## src/rtl/uart_pkg.sv

```systemverilog
// uart_pkg: state encodings and frame constants shared by the UART transmitter and receiver
package uart_pkg;
  localparam int DEFAULT_BAUD_SCALE = 10416;
  localparam int DATA_BITS = 8;
  localparam logic [1:0] ST_IDLE  = 2'd0;
  localparam logic [1:0] ST_START = 2'd1;
  localparam logic [1:0] ST_DATA  = 2'd2;
  localparam logic [1:0] ST_STOP  = 2'd3;
endpackage

```

## src/rtl/uart_baud_tick.sv

```systemverilog
// uart_baud_tick: clock-enable tick every BAUD_SCALE clk cycles, synchronously clearable
module uart_baud_tick import uart_pkg::*; #(
  parameter int BAUD_SCALE = DEFAULT_BAUD_SCALE
) (
  input  logic clk,
  input  logic nreset,
  input  logic clear,
  output logic tick
);
  localparam int W = (BAUD_SCALE > 1) ? $clog2(BAUD_SCALE) : 1;
  logic [W-1:0] r_cnt;
  assign tick = (r_cnt == W'(BAUD_SCALE - 1));
  always_ff @(posedge clk or negedge nreset) begin
    if (!nreset) r_cnt <= '0;
    else r_cnt <= (clear || tick) ? '0 : r_cnt + W'(1);
  end
endmodule

```

## src/rtl/uart_transmitter.sv

```systemverilog
// uart_transmitter: 8N1 serial transmitter with start/ready handshake and done pulse
module uart_transmitter import uart_pkg::*; #(
  parameter int BAUD_SCALE = DEFAULT_BAUD_SCALE,
  parameter bit MSB_FIRST  = 1'b0
) (
  input  logic       clk,
  input  logic       nreset,
  input  logic       start,
  input  logic [7:0] data,
  output logic       txd,
  output logic       ready,
  output logic       done
);
  logic [1:0]           r_state;
  logic [2:0]           r_bit;
  logic [DATA_BITS-1:0] r_shreg;
  logic                 w_tick;
  logic                 w_accept;
  logic [2:0]           w_idx;
  // Holding the counter clear in IDLE makes every START begin with a fresh count
  uart_baud_tick #(.BAUD_SCALE(BAUD_SCALE)) u_tick (
    .clk    (clk),
    .nreset (nreset),
    .clear  (r_state == ST_IDLE),
    .tick   (w_tick)
  );
  assign ready    = (r_state == ST_IDLE);
  assign w_accept = start && ready;
  assign done     = (r_state == ST_STOP) && w_tick;
  assign w_idx    = MSB_FIRST ? 3'd7 - r_bit : r_bit;
  assign txd      = (r_state == ST_DATA) ? r_shreg[w_idx] : (r_state != ST_START);
  always_ff @(posedge clk or negedge nreset) begin
    if (!nreset) begin
      r_state <= ST_IDLE;
      r_bit   <= '0;
      r_shreg <= '0;
    end else if (w_accept) begin
      r_state <= ST_START;
      r_bit   <= '0;
      r_shreg <= data;
    end else if (w_tick) begin
      if (r_state == ST_START) r_state <= ST_DATA;
      else if (r_state == ST_DATA) begin
        r_bit <= r_bit + 3'd1;
        if (r_bit == 3'd7) r_state <= ST_STOP;
      end else if (r_state == ST_STOP) r_state <= ST_IDLE;
    end
  end
endmodule

```

## config.mk

```make
export PLATFORM = sky130hd
export DESIGN_NAME = uart_transmitter
export DESIGN_NICKNAME = d
export VERILOG_FILES = /design/src/rtl/uart_pkg.sv /design/src/rtl/uart_baud_tick.sv /design/src/rtl/uart_transmitter.sv
export SDC_FILE = /design/constraint.sdc
export NUM_CORES = 1
export LEC_CHECK = 0
export BUFFER_PORTS_ARGS = -buffer_cell sky130_fd_sc_hd__buf_2
export CORE_MARGIN = 1.5
export CORE_UTILIZATION = 52
export DETAILED_ROUTE_END_ITERATION = 10
export PLACE_DENSITY = 0.72
export RECOVER_POWER = 50
export SYNTH_ARGS = -nofsm -noshare
export SYNTH_HDL_FRONTEND = slang
export SYNTH_SLANG_ARGS = --single-unit
```

## constraint.sdc

```tcl
create_clock -name clk -period 3.6 [get_ports clk]
set_input_delay 0.36 -clock clk [delete_from_list [all_inputs] [get_ports clk]]
set_output_delay 0.36 -clock clk [all_outputs]
set_load 0.05 [all_outputs]
```

* After elaboration in Yosys (flattened, before gate mapping)
Index checks and enable logic that the tools add are counted.
** Storage, ports and cells
- Bits in registers :: 27
- Output and inout port bits :: 3
** Cells by class
- Add/sub/neg operators :: 2
- Order comparisons :: 1
- Equal/unequal tests :: 8
- Muxes and demuxes :: 14
- Reductions and logical operators :: 9
** Operators by type and width (count)
- 14-bit by 1-bit adder with 14-bit output (second input constant) :: 1
- 14-bit == test (second input constant) :: 1
- 14-bit two-way mux :: 1
- 2-bit two-way mux :: 6
- 3-bit two-way mux :: 4
- 3-bit AND reduction :: 2
- 2-bit == test (second input constant) :: 2
- 3-bit by 4-bit less-than comparator with 1-bit output (second input constant) :: 1
- 4-bit by 3-bit inequality test with 1-bit output (second input constant) :: 1
- 2-bit nonzero test :: 2
- 4-bit nonzero test :: 1
- 3-bit by 1-bit adder with 3-bit output (second input constant) :: 1
- 1-bit binary-select mux with 3-bit select :: 1
- 3-bit == test (second input constant) :: 1
- 2-bit by 1-bit == test with 1-bit output (second input constant) :: 1
- 1-bit logical AND :: 2
- 2-bit logical NOT :: 1
- 1-bit two-way mux :: 2
- 2-bit by 1-bit inequality test with 1-bit output (second input constant) :: 1
- 2-bit inequality test (second input constant) :: 1
- 1-bit logical OR :: 1

* Depth between registers and ports, before layout
Gate-level depths: netlist of run 1.
- Depth after elaboration :: 6
- Mapped depth :: 7
- Depth with buffers taken out :: 6

* Hierarchy
From an unflattened synthesis of run 1, not the netlist that was laid out.
** Second synthesis, totals
- Cells, all modules :: 124
- Area total of the unflattened synthesis :: 1442.6 sq um
** By module, submodules not included
- uart_baud_tick :: instances 1, cells an instance 70, area an instance 729.4 sq um
- uart_transmitter :: instances 1, cells an instance 54, area an instance 713.2 sq um

* Least setup slack after synthesis of run 1
Ideal clock, no wire load.
- Path type :: register to output
- Start :: register u_tick.r_cnt[8]
- End :: output port done
- Arrival time :: 2.176 ns
- Data required time :: 3.240 ns
- Path slack :: 1.064 ns
- Stages on the path, launching flop included :: 5
- Path through :: dfrtp_1 or4b_1 or4_1 buf_2 nor2_1
** On the way
- Cells in the longest elaborated chain, start to end :: 2
** Ends and longest elaborated chain
- from (decl) :: line uart_baud_tick.sv:11 : logic [W-1:0] r_cnt;
- from (signal assigned) :: line uart_baud_tick.sv:15 : else r_cnt <= (clear || tick) ? '0 : r_cnt + W'(1);
- 14-bit == test :: line uart_baud_tick.sv:12 : assign tick = (r_cnt == W'(BAUD_SCALE - 1));
- 1-bit logical AND :: line uart_transmitter.sv:29 : assign done = (r_state == ST_STOP) && w_tick;
- to (decl) :: line uart_transmitter.sv:12 : output logic done
Every way passes these cells.

* Worst setup path in the final report of run 1
- Start :: register u_tick.r_cnt[9]
- End :: output port done
The elaborated chain is that of the path after synthesis.

==> results of run 1 <==
==> through the flow <==
step	hold slack [ps]	total power, mW
after floorplan	64.4	0.670
after global placement	395	0.724
after detailed placement	406	0.740
after CTS	35.2	0.870
after global routing	250	0.919
final	246	0.859
==> worst max-delay path by stage <==
stage / start / to / slack (ps) / cells past startpoint
finish: u_tick.r_cnt[9] / done / 950 / 4
global placement: u_tick.r_cnt[8] / done / 1350 / 4
CTS: u_tick.r_cnt[9] / done / 950 / 4
global route: u_tick.r_cnt[8] / done / 860 / 4
floorplan: u_tick.r_cnt[8] / done / 1060 / 4
detailed placement: u_tick.r_cnt[8] / done / 1320 / 4
==> cell type report <==
class	count	area [um^2]
Timing Repair Buffer	13	63.8
Clock buffer	4	26.3
Multi-Input combinational cell	84	671
Sequential cell	27	676
Tap cell	30	37.5
Inverter	5	18.8
Fill cell	207	1010
==> per-layer routing <==
metal | up-vias | part of all wire | wire (um)
li1 | 447 | - | -
met1 | 456 | 0.50 | 1170
met2 | 10 | 0.47 | 1120
met3 | 2 | 0.022 | 53
met4 | 0 | 0.010 | 24
met5 | - | 0 | 0
==> worst max-delay path: cells and delay by family (launching register included) <==
| family | cells | cell delay [ps] |
|---|---|---|
| simple gates | 3 | 1240 |
| buf+inv | 1 | 270 |
| flops | 1 | 440 |
==> report_power, final <==
part	leakage (nW)	switching (mW)	internal, mW
Sequential	0.345	0.0684	0.391
Clock	0.0150	0.0889	0.0435
Combinational	0.339	0.137	0.130
Total	0.699	0.295	0.564
==> kinds of logic after synthesis <==
logic type               Yosys count
multiplexers                      14
adder cells (fa/ha/maj)            8
XOR/XNOR                          10
flip-flops                        27
buffers and inverters              8
AO/OA/AOI/OAI                     11
AND/OR/NAND/NOR                   41
==> registers in the layout, indices dropped and copies added, names as in the netlist <==
| name | flops |
|---|---|
| r_state | 2 |
| r_bit | 3 |
| r_shreg | 8 |
| u_tick.r_cnt | 14 |
==> layout by cell type (no fill, tap or decap), drive strengths merged, types with 2 or more instances in the layout <==
| cell | synthesis | layout |
|---|---|---|
| a22o | 2 | 2 |
| xor2 | 8 | 8 |
| a21oi | 2 | 2 |
| and2 | 3 | 3 |
| or4 | 3 | 3 |
| o21ai | 2 | 2 |
| and4 | 2 | 2 |
| ha | 8 | 8 |
| mux2 | 10 | 10 |
| dfrtp | 27 | 27 |
| mux4 | 2 | 2 |
| nand2 | 4 | 4 |
| nand4 | 3 | 3 |
| clkbuf | 1 | 5 |
| inv | 5 | 5 |
| xnor2 | 2 | 2 |
| nand3 | 4 | 4 |
| buf | 2 | 12 |
| nor2 | 15 | 15 |
| mux2i | 2 | 2 |
==> reports/metrics.yaml, run 1 <==
synthesis.area_um2: 1380
cts_sinks: 27
gr-max-usage-layer: "met2"
hpwl_mm: 1.77
grt_max_degree: 28
critical_path.endpoint_type: "primary output"
hold_path_end: "r_shreg[1]"
rrSetupSlack_ps: 1350
worstHoldPathType: "primary input to flop"
design_area_um2: 1490
synth.avg_cell_area_um2: 11.6
drive_gt1_frac: 0.203
peakVddDrop_v: 0.000370
clk_pin_slew_ps: 140
ctsResizeCount: 0
synth.area.top_cells: "dfrtp_1 (49%), mux2_2 (7.3%), ha_1 (7.2%)"
drc: 0
critPathKind: "flop to primary output"
status: "finished clean"
antenna_found_initial: 0
start_util: 0.553
ff2ff_path_depth: 4
grt.total_usage: 0.179
yosysTopAreaCell: "dfrtp_1"
cap_viol_max_count: 0
synth-xor-area-share: 0.0634
hold_violations: 0
fin_cells: 163
coreArea_um2: 2500
rows: 18
tightest_slew_ps: 1420
firstDrtPassIters: 4
cts_max_level: 1
postCtsSetupBuffers: 0
synth_nets: 138
p_per_area_nw_per_um2: 575
gr-usage-met1: 0.240
synthAdderAreaFrac: 0.0725
setup_viol: 0
path_cells: "or4b_1 > or4_1 > nor2_1 > buf_2"
drt-total-wl_mm: 2.37
pin_count: 14
die_h_um: 54.5
numPortBuffers: 13
worstHoldStart: "data[1]"
syn_inst: 119
vias_per_cell: 5.61
grt_overflow: 0
hold_buffers: 0
grt_pass1_wl_mm: 3.81
worstPathArrival_ps: 2290
yosys.area_share.simple: 0.163
dp_slack_ps: 1320
die_area_um2: 2970
finalClockSkew_ps: 6.95
fin_crit_sh: 0.735
synth_top_family_by_area: "simple AND/OR/NAND/NOR gates"
max_freq_mhz: 378
cts_buffer_depth: 2
async_reset_ff_frac: 1.00
ys_seq_area_frac: 0.489
num_antenna_cells: 0
grt_pass1_vias: 848
wl_per_cell_um: 14.5
slew_headroom: 0.0503
hold_depth: 2
area_growth_pct: 8.06
die_width_um: 54.5
leakagePower_nw: 0.699
gp_congestion: 0.790
worstReg2RegStart: "u_tick.r_cnt[9]"
yosys-top-cells-count: "dfrtp_1 (27), nor2_1 (15), mux2_2 (9)"
clkLatencyLatePin_ps: 330
slew_violations: 0
cts_tree: "done"
ys_types: 35
crit_path_start_kind: "flop"
vias: 915
finalWorstSetupSlack_ps: 953
gr-usage-met3: 0.0246
synth_top_area_share: 0.489
synth_edf_count: 0
synth.mux.area_fraction: 0.129
synth.most_common_cell: "dfrtp_1"
synth_ff_type: "dfrtp_1"
synth_compound_area_frac: 0.0580
cts_buffers: 3
timing.rr.end: "u_tick.r_cnt[7]"
yosysWarningCount: 0
use_met2: 0.309
cts_root_buffer: "clkbuf_4"
rsz0062_at_grt: "no"
cp_max_fo: 6
dpl_cell_area_um2: 1470
finalNetCount: 153
max_stage_delay_ps: 610
required_ps: 3240
dp_cells: 159
first_iter_violations: 13
cp_slowest_cell: "or4_1"
fin_tns_setup_ps: 0
postRouteAntennaNets: 0
ys_ff_latch: 27
fin_util: 0.597
fin_crit_ps: 2650
No activity file was read; power rests on OpenSTA's default activity.
==> inputs of run 2 (changes only) <==
--- a/config.mk
+++ b/config.mk
@@ -7,9 +7,9 @@
 export LEC_CHECK = 0
 export BUFFER_PORTS_ARGS = -buffer_cell sky130_fd_sc_hd__buf_2
 export CORE_MARGIN = 1.5
-export CORE_UTILIZATION = 52
+export CORE_UTILIZATION = 51
 export DETAILED_ROUTE_END_ITERATION = 10
-export PLACE_DENSITY = 0.72
+export PLACE_DENSITY = 0.73
 export RECOVER_POWER = 50
 export SYNTH_ARGS = -nofsm -noshare
 export SYNTH_HDL_FRONTEND = slang
==> constraint.sdc (replaced) <==
create_clock -name clk -period 2.4 [get_ports clk]
set_input_delay 0.24 -clock clk [delete_from_list [all_inputs] [get_ports clk]]
set_output_delay 0.24 -clock clk [all_outputs]
set_load 0.05 [all_outputs]
==> run 2 against run 1 <==
- final area up 5.2%
- final cell count up 4.3%
- non-clock buffer count is 7 higher
- combinational power is 59% higher
- power grew 52%
- sequential power increased by 51%
- utilization rose by 2.5 points
- routed wire length grew 2.6%
- flip-flop and latch count unchanged
- critical path type unchanged
==> reports/metrics.yaml, run 2 (synthesis gave the netlist of run 1 again) <==
leakagePower_nw: 0.742  # was 0.699 nW
final_cell_mix: "dfrtp_1 (27), nor2_1 (14), buf_2 (11), mux2_2 (9)"  # was dfrtp_1 (27), nor2_1 (15), buf_2 (12), mux2_2 (9)
fin_crit_ps: 2360
gr-usage-met3: 0.0323  # was 0.0246
cap_viol_max_count: 0  # unchanged
gr-max-usage-layer: "met2"  # unchanged
setup_viol: 0  # unchanged
firstDrtPassIters: 4  # unchanged
dp_slack_ps: 153  # was 1320 ps
coreArea_um2: 2520  # was 2500 um^2
largest_register_ffs: 14  # unchanged
critical_path.endpoint_type: "primary output"  # unchanged
use_met2: 0.272  # was 0.309
grt_overflow: 0  # unchanged
worstPathArrival_ps: 2120  # was 2290 ps
top_regs: "u_tick.r_cnt: 14 flops, r_shreg: 8 flops, r_bit: 3 flops"  # unchanged
cts_tree: "done"  # unchanged
fin_crit_sh: 0.983
vias_per_cell: 5.52  # was 5.61
p_per_area_nw_per_um2: 834  # was 575 nW/um^2
top_register: "u_tick.r_cnt"  # unchanged
startpoint: "u_tick.r_cnt[7]"  # was u_tick.r_cnt[9]
cts_buffer_depth: 2  # unchanged
cts_max_level: 1  # unchanged
clk_pin_slew_ps: 140  # about the same
required_ps: 2160  # was 3240 ps
grt.total_usage: 0.175  # was 0.179
numPortBuffers: 13  # unchanged
wl_per_cell_um: 14.3  # was 14.5 um
die_area_um2: 3030  # was 2970 um^2
rrSetupSlack_ps: 210  # was 1350 ps
nFillCells: 203  # was 207
status: "finished clean"  # unchanged
start_util: 0.548  # was 0.553
fin_tns_setup_ps: 0  # unchanged
grt_pass1_wl_mm: 3.64  # was 3.81 mm
crit_end: "done"  # unchanged
first_iter_violations: 17  # was 13
hpwl_mm: 1.74  # was 1.77 mm
cts_root_buffer: "clkbuf_4"  # unchanged
slew_violations: 0  # unchanged
vias: 939  # was 915
pin_count: 14  # unchanged
die_h_um: 55.0  # was 54.5 um
worstReg2RegStart: "u_tick.r_cnt[7]"  # was u_tick.r_cnt[9]
timing.rr.end: "r_state[1]"  # was u_tick.r_cnt[7]
peakVddDrop_v: 0.000605  # was 0.000370 V
max_freq_mhz: 424
gr-usage-met1: 0.241  # was 0.240
crit_path_start_kind: "flop"  # unchanged
slew_headroom: 0.0714  # was 0.0503
ff2ff_path_depth: 4  # unchanged
gp_congestion: 0.779  # was 0.790
area_growth_pct: 13.7  # was 8.06%
worstHoldPathType: "primary input to flop"  # unchanged
finalClockSkew_ps: 4.95  # was 6.95 ps
rsz0062_at_grt: "yes"  # was no
antenna_found_initial: 0  # unchanged
drive_gt1_frac: 0.257  # was 0.203
final_common_cell: "dfrtp_1"  # unchanged
clkLatencyLatePin_ps: 330  # about the same
finalWorstSetupSlack_ps: 40.9  # was 953 ps
cts_sinks: 27  # unchanged
rows: 18  # unchanged
cp_max_fo: 6  # unchanged
hold_violations: 0  # unchanged
num_antenna_cells: 0  # unchanged
grt_pass1_vias: 815  # was 848
drt-total-wl_mm: 2.43  # was 2.37 mm
tightest_slew_ps: 1390  # was 1420 ps
drc: 0  # unchanged
critPathKind: "flop to primary output"  # unchanged
finalNetCount: 160  # was 153
grt_max_degree: 28  # unchanged
cts_buffers: 3  # unchanged
postRouteAntennaNets: 0  # unchanged
die_width_um: 55.0  # was 54.5 um
==> run 2: area by class of cell <==
type                            instances  area [um^2]  share of cell area
Inverter                                5         18.8              0.0120
Multi-Input combinational cell         84          682               0.434
Clock inverter                          1         5.00             0.00319
Clock buffer                            3         22.5              0.0143
Tap cell                               30         37.5              0.0239
Sequential cell                        27          676               0.430
Timing Repair Buffer                   20          129              0.0821
==> run 2: report_power, final <==
group	switching (mW)	leakage [nW]	internal (mW)
clock	0.130	0.0177	0.0626
combinational	0.222	0.379	0.204
sequential	0.105	0.345	0.586
total	0.457	0.742	0.853
==> run 2: layer usage <==
layer,vias up,wire length [um]
met3,2,51
met2,10,1190
met4,0,23
met1,465,1170
met5,-,0
li1,462,-
==> run 2: what timing repair did <==
item                                    4_1_cts  5_1_grt
hold buffers                                  1        0
hold endpoints to repair                     27        0
gates resized for setup                       3        2
setup buffers                                 0        5
endpoints found under the setup margin        1        1
pin swaps                                     0        2
==> run 2: metrics by stage <==
step / power (mW) / cells / hold slack (ps) / cell area, um^2 / util
2_1_floorplan: 1.01 / 119 / -55.6 / 1380 / -
4_1_cts: 1.32 / 165 / 121 / 1530 / 0.605
3_5_place_dp: 1.12 / 160 / 282 / 1480 / 0.586
5_1_grt: 1.40 / 170 / 120 / 1570 / 0.623
6_report: 1.31 / 170 / 131 / 1570 / 0.623
3_3_place_gp: 1.09 / 160 / 278 / 1480 / 0.586
==> run 2: critical path, stage by stage, from the launching register on <==
cell and delay [ps]:
dfrtp_1 420, or4bb_1 530, or4_4 580, nor2_4 110
buf_8 150
==> run 2: how the worst min path moves through the flow <==
stage,startpoint,to,cells past startpoint
finish,data[3],r_shreg[3],2
floorplan,nreset,r_bit[0],0
CTS,data[3],r_shreg[3],2
global placement,nreset,r_state[1],1
global route,data[4],r_shreg[4],2
detailed placement,nreset,r_state[0],1
